$ cat config.mk
export PLATFORM = sky130hd
export DESIGN_NAME = usr_serial_collector
export DESIGN_NICKNAME = d
export VERILOG_FILES = /design/src/rtl/usr_serial_collector.sv
export SDC_FILE = /design/constraint.sdc
export NUM_CORES = 1
export LEC_CHECK = 0
export ABC_CLOCK_PERIOD_IN_PS = 4000
export CORE_AREA = 2 2 39 41
export DETAILED_ROUTE_END_ITERATION = 10
export DIE_AREA = 0 0 41 43
export PLACE_DENSITY = 0.74
export SYNTH_ARGS = -nofsm -noshare
export SYNTH_HDL_FRONTEND = slang
export SYNTH_SLANG_ARGS = --single-unit
$ cat constraint.sdc
create_clock -name clk -period 4 [get_ports clk]
set_clock_uncertainty 0.1 [all_clocks]
set_input_delay 0.8 -clock clk [delete_from_list [all_inputs] [get_ports clk]]
set_output_delay 0.8 -clock clk [all_outputs]
set_load 0.02 [all_outputs]
$ cat src/rtl/usr_serial_collector.sv
// Serial-to-parallel collector for the USR serial output, with a valid/ready output register.
// Optional even-parity framing is enabled with `define USR_COLLECT_PARITY_EN.
module usr_serial_collector #(
  parameter int unsigned WIDTH = 4
) (
  input  logic             clk,
  input  logic             rst,
  input  logic [1:0]       s,
  input  logic             sin,
  input  logic             out_ready,
  output logic [WIDTH-1:0] out_data,
  output logic             out_valid,
`ifdef USR_COLLECT_PARITY_EN
  output logic             parity_err,
`endif
  output logic             overrun
);

  localparam int unsigned CW = $clog2(WIDTH + 2);
`ifdef USR_COLLECT_PARITY_EN
  localparam logic [CW-1:0] LastCnt = CW'(WIDTH);
`else
  localparam logic [CW-1:0] LastCnt = CW'(WIDTH - 1);
`endif

  logic [WIDTH-1:0] r_shreg;
  logic [CW-1:0]    r_count;
  logic [WIDTH-1:0] r_data;
  logic             r_valid;
  logic             r_overrun;

  logic             w_shift;
  logic             w_last;
  logic [WIDTH-1:0] w_shifted;
  logic [WIDTH-1:0] w_shreg_next;
  logic [WIDTH-1:0] w_word;

  assign w_shift = (s == 2'b01) || (s == 2'b10);
  assign w_last  = w_shift && (r_count == LastCnt);

  always_comb begin
    w_shifted = r_shreg;
    if (s == 2'b01) begin
      w_shifted = {sin, r_shreg[WIDTH-1:1]};
    end else if (s == 2'b10) begin
      w_shifted = {r_shreg[WIDTH-2:0], sin};
    end
  end

`ifdef USR_COLLECT_PARITY_EN
  // The parity bit closes the frame but never enters the data register.
  assign w_shreg_next = w_last ? r_shreg : w_shifted;
  assign w_word       = r_shreg;
  logic r_parity_err;
  assign parity_err   = r_parity_err;
`else
  assign w_shreg_next = w_shifted;
  assign w_word       = w_shifted;
`endif

  always_ff @(posedge clk) begin
    if (rst) begin
      r_shreg      <= '0;
      r_count      <= '0;
      r_data       <= '0;
      r_valid      <= 1'b0;
      r_overrun    <= 1'b0;
`ifdef USR_COLLECT_PARITY_EN
      r_parity_err <= 1'b0;
`endif
    end else begin
      case (s)
        2'b11: begin
          r_shreg   <= '0;
          r_count   <= '0;
          r_overrun <= 1'b0;
        end
        2'b01, 2'b10: begin
          r_shreg <= w_shreg_next;
          r_count <= w_last ? '0 : r_count + CW'(1);
        end
        default: ;
      endcase

      // A completing word may replace one being accepted on the same edge.
      if (w_last) begin
        if (!r_valid || out_ready) begin
          r_data       <= w_word;
          r_valid      <= 1'b1;
`ifdef USR_COLLECT_PARITY_EN
          r_parity_err <= ^{r_shreg, sin};
`endif
        end else begin
          r_overrun <= 1'b1;
        end
      end else if (r_valid && out_ready) begin
        r_valid <= 1'b0;
      end
    end
  end

  assign out_data  = r_data;
  assign out_valid = r_valid;
  assign overrun   = r_overrun;

endmodule

# Yosys cells after proc, flatten, opt, wreduce, memory -nomap -nowiden
# Index checks and enable logic that the tools add are counted.
# totals
regBits,13
in_bits,6
# op_classes
addsub,1
n_eq_ne,5
muxes,11
n_reduce_logical,10
# ops
cell,n
$mux 4,2
$pmux 4 s2,1
$mux 1,6
$pmux 3 s2,1
$eq 2x2->1 const B,2
$reduce_and 2->1,2
$reduce_bool 2->1,2
$add 3x1->3 const B,1
$eq 3x2->1 const B,1
$mux 3,1
$eq 2x1->1 const B,1
$logic_and 1x1->1,2
$logic_or 1x1->1,2
$ne 2x1->1 const B,1
$reduce_or 2->1,1
$logic_not 1->1,1

# Depth between registers and ports, before layout
# depth
ltp_word,5
depth_mapped,6
mapped_depth_nobuf,5

# Worst setup path before layout
# OpenSTA, ideal clock, no wires.
# synth_path
path_type,input to register
startpoint,input port s[0]
endpoint,register r_shreg[3]
setup_ns,0.127
arrival_time_ns,1.613
t_required_ns,3.773
slack_ns,2.160
path_stages,5
n_path_buf,0
cell_sequence,inv_1 -> ha_1 -> mux2_2 -> mux2i_1 -> o22ai_1
# synth_via
elab_chain_len,4
word_cells_on_any_way,8
classes_between,eq/ne (3); mux (3); reduce/logical (2)
# synth_rtl
element,line_no,source
from (decl),8,"input logic [1:0] s,"
$eq 2x2->1,"45, 72",
$mux 4,45,end else if (s == 2'b10) begin
$mux 4,43,if (s == 2'b01) begin
$pmux 4 s2,72,case (s)
to (signal assigned),79,r_shreg <= w_shreg_next;
to (decl),26,logic [WIDTH-1:0] r_shreg;
# Several ways; a longest one is shown, not always the timed one.
# A chain may end at the register's enable or synchronous reset.

# Worst setup path after layout
# layout_path
startpoint,input port s[1]
endpoint,register r_data[3] (netlist: out_data[3])
# layout_via
elab_chain_len,4
word_cells_on_any_way,7
classes_between,eq/ne (2); mux (2); reduce/logical (3)
# layout_rtl
element,line_no,source
$eq 2x1->1 / $eq 2x2->1 (equally long branches),"38, 43, 45",
$logic_or 1x1->1,38,assign w_shift = (s == 2'b01) || (s == 2'b10);
$logic_and 1x1->1,39,assign w_last = w_shift && (r_count == LastCnt);
$reduce_and 2->1 (no source line),--,
to (signal assigned),88,r_data <= w_word;
to (decl),28,logic [WIDTH-1:0] r_data;
# Several ways; a longest one is shown, not always the timed one.

==> impl_metrics.csv <==
group,metric,value,unit
outcome,status,"complete, no violations",
cts,hold_buffers,0,
pwr,peakVddDrop,0.171,mV
pwr,switching_share,23.3,%
worst_setup_path,cp_num_buf_inv,2,
floorplan,std_cell_rows,14,
placed_design,dpl_cell_area,763,um2
logic_synthesis,yosys.area_share.xor_xnor,0,%
placed_design,hpwl,933,um
worst_setup_path,path_depth,6,
worst_setup_path,start_kind,"input pin",
worst_setup_path,critical-path-max-stage-delay,0.53,ns
pwr,p_int,0.000182,W
routing,vias,530,
worst_setup_path,crit_chain,"clkdlybuf4s50_1 > inv_1 > ha_1 > nand3b_1 > nor2_1 > o22ai_1",
cells_and_area,fillers,136,
routing,highest_layer,"met4",
grt,grt_pass1_wl,1.77,mm
cells_and_area,postLayoutCellArea,790,um2
flow_run,max_cap_violations,0,
pwr,p_seq_share,55.7,%
cells_and_area,n_antenna_cell,0,
sta,max_freq,446,MHz
routing,wl_per_cell,12.5,um
routing,route.met3.wl,70,um
sta,rsz0062_at_grt,"no",
sta,report.final.slew_viol_count,0,
routing,met1_length,538,um
cts,cts_setup_buffers,0,
worst_setup_path,reg2reg_slack,2.70,ns
pwr,p_leak,0.303,nW
logic_synthesis,synth-compound-area-share,11.6,%
logic_synthesis,synth_top_area_share,40.2,%
pwr,power_frac_comb,11.0,%
hold_path,hold_class,"reg -> reg",
worst_setup_path,path_delay_family,"buffers and inverters",
worst_setup_path,crit_fanout,6,
pwr,totalPowerFinal,0.000238,W
pwr,clockPowerShare,33.3,%
grt,grt_pass1_vias,440,
cts,cts_resized,0,
sta,setup_tns,0,ns
sta,slew_headroom,74.7,%
logic_synthesis,synth_seq_cells,13,
sta,period_share,56.0,%
worst_setup_path,path_class,"in -> reg",
sta,hold-worst-slack,0.376,ns
logic_synthesis,synthAdderAreaFrac,11.6,%
logic_synthesis,yosys.area.top_type,"dfxtp_1",
sta,min_period,2.24,ns
worst_setup_path,required,4.05,ns
cells_and_area,fin_util,57.1,%
sta,setup_viol,0,
placed_design,place_congestion,0.832,
cts,root_buffer,"clkbuf_4",
logic_synthesis,synthSimpleGateAreaFrac,18.7,%
cts,numCtsBuffers,3,
worst_setup_path,cp-end-kind,"flip-flop",
cts,clock-sinks,13,
logic_synthesis,syn_avg_cell_area,9.26,um2
grt,grt-ovfl-total,0,
pwr,p_switching,0.0000555,W
floorplan,die_y,43,um
grt,antenna_found_initial,0,
logic_synthesis,synthDistinctLibCells,19,
cells_and_area,drive_above_1_share,11.0,%
routing,via_per_inst,5.41,
cells_and_area,layout.nets,95,
cts,insertion_delay,0.27,ns
cts,tritoncts,"yes",
logic_synthesis,syn_area,648,um2
logic_synthesis,synth_area_leaders,"dfxtp_1, ha_1, o22ai_1",
sta,worst_slew_pin_slew,0.378,ns
cts,cts_buffer_depth,2,
cts,htree_levels,1,
logic_synthesis,synth_top_family_by_area,"simple AND/OR/NAND/NOR gates",
pwr,p_per_area,301,nW/um2
logic_synthesis,ys_seq_area_share,40.2,%
placed_design,io_buffers,11,
floorplan,placeableCoreArea,1380,um2
routing,routed_wl,1.22,mm
logic_synthesis,synthMuxAreaShare,13.1,%
worst_setup_path,crit_path_top_delay_cell,"clkdlybuf4s50_1",
grt,grt_max_degree,11,
routing,drt_iter0_drc,18,
cts,clkTransAtPathRegs,0.08,ns
routing,antenna_left,0,
grt,track_usage,15.4,%
logic_synthesis,synth_nets,82,
logic_synthesis,synth_warnings,0,
routing,drc,0,
floorplan,design.die.area,1760,um2
hold_path,min_delay_path_depth,2,
floorplan,die_w,41,um
cells_and_area,syn_to_final_growth,21.8,%
logic_synthesis,synthCells,70,
floorplan,start_util,46.8,%
worst_setup_path,r2r.worst_path.cells,4,
floorplan,io_pins,12,
sta,final_hold_viol_count,0,
routing,dr_wl_met2,588,um
routing,drt_pre_antenna_iters,4,
worst_setup_path,arrival,2.29,ns
==> worst register-to-register path: stages, from the launching register on <==
cell      delay, ns
dfxtp_1        0.37
ha_1           0.20
nand3b_1       0.13
nor2_1         0.23
o22ai_1        0.14
==> synthesized netlist by cell type <==
master / count
nand3_1: 1
nand2b_1: 1
inv_1: 3
nor3b_1: 1
ha_1: 6
nor2_1: 3
mux2_2: 4
nand3b_1: 3
o22ai_1: 8
nor2b_1: 2
mux2i_1: 4
clkbuf_2: 1
clkinv_2: 1
and3b_1: 1
dfxtp_1: 13
a21oi_1: 5
buf_2: 2
nand3_2: 1
nand2_1: 10
==> cell usage in the layout, fill, tap and decap left out, types with 2 or more instances in the layout <==
master           count
a21oi_1              5
clkbuf_4             3
clkdlybuf4s50_1     11
dfxtp_1             13
ha_1                 6
inv_1                3
mux2_2               4
mux2i_1              4
nand2_1             10
nand3b_1             3
nor2_1               3
nor2b_1              2
o22ai_1              8
==> cells by family (layout without fill, tap and decap cells) <==
family,Yosys count,count (layout)
AOI/OAI and AO/OA,13,13
adders and majority gates,6,6
buffers and inverters,7,19
DFF,13,13
muxes,8,8
and+or+nand+nor,23,23
==> path summary, 6_finish.rpt <==
kind         startpoint     endpoint
max reg2reg  r_count[0]  out_data[3]
max                s[1]  out_data[3]
min          r_count[1]   r_count[1]
min reg2reg  r_count[1]   r_count[1]
==> metal layers <==
layer / global-route usage [%] / vias to the layer above
li1: - / 269
met1: 17.4 / 244
met2: 23.4 / 13
met3: 4.71 / 4
met4: 10.0 / 0
met5: 0 / -
==> final cells by class <==
class / count / area, um2 / area share [%]
clock buffers: 4 / 26.3 / 3.33
inverters: 4 / 16.3 / 2.06
multi-input cells: 50 / 357 / 45.2
flip-flops and latches: 13 / 260 / 33.0
well taps: 16 / 20.0 / 2.54
repair buffers: 11 / 110 / 13.9
==> metrics by stage <==
stage / setup WS (ns) / cells
floorplan: 2.16 / 70
global placement: 1.55 / 94
detailed placement: 1.49 / 94
CTS: 1.78 / 98
global route: 1.68 / 98
finish: 1.76 / 98
==> registers in the layout, summed over array words and instances, names as in the netlist <==
name	flops
out_data	4
out_valid	1
overrun	1
r_count	3
r_shreg	4
==> power groups by stage <==
stage	registers, W	logic (W)	clock network, W
finish	0.000133	0.0000261	0.0000792
global route	0.000133	0.0000283	0.0000900
CTS	0.000133	0.0000262	0.0000819
detailed placement	0.000136	0.0000259	0
global placement	0.000135	0.0000254	0
floorplan	0.000135	0.0000171	0
Power figures use the tool's default switching activity.
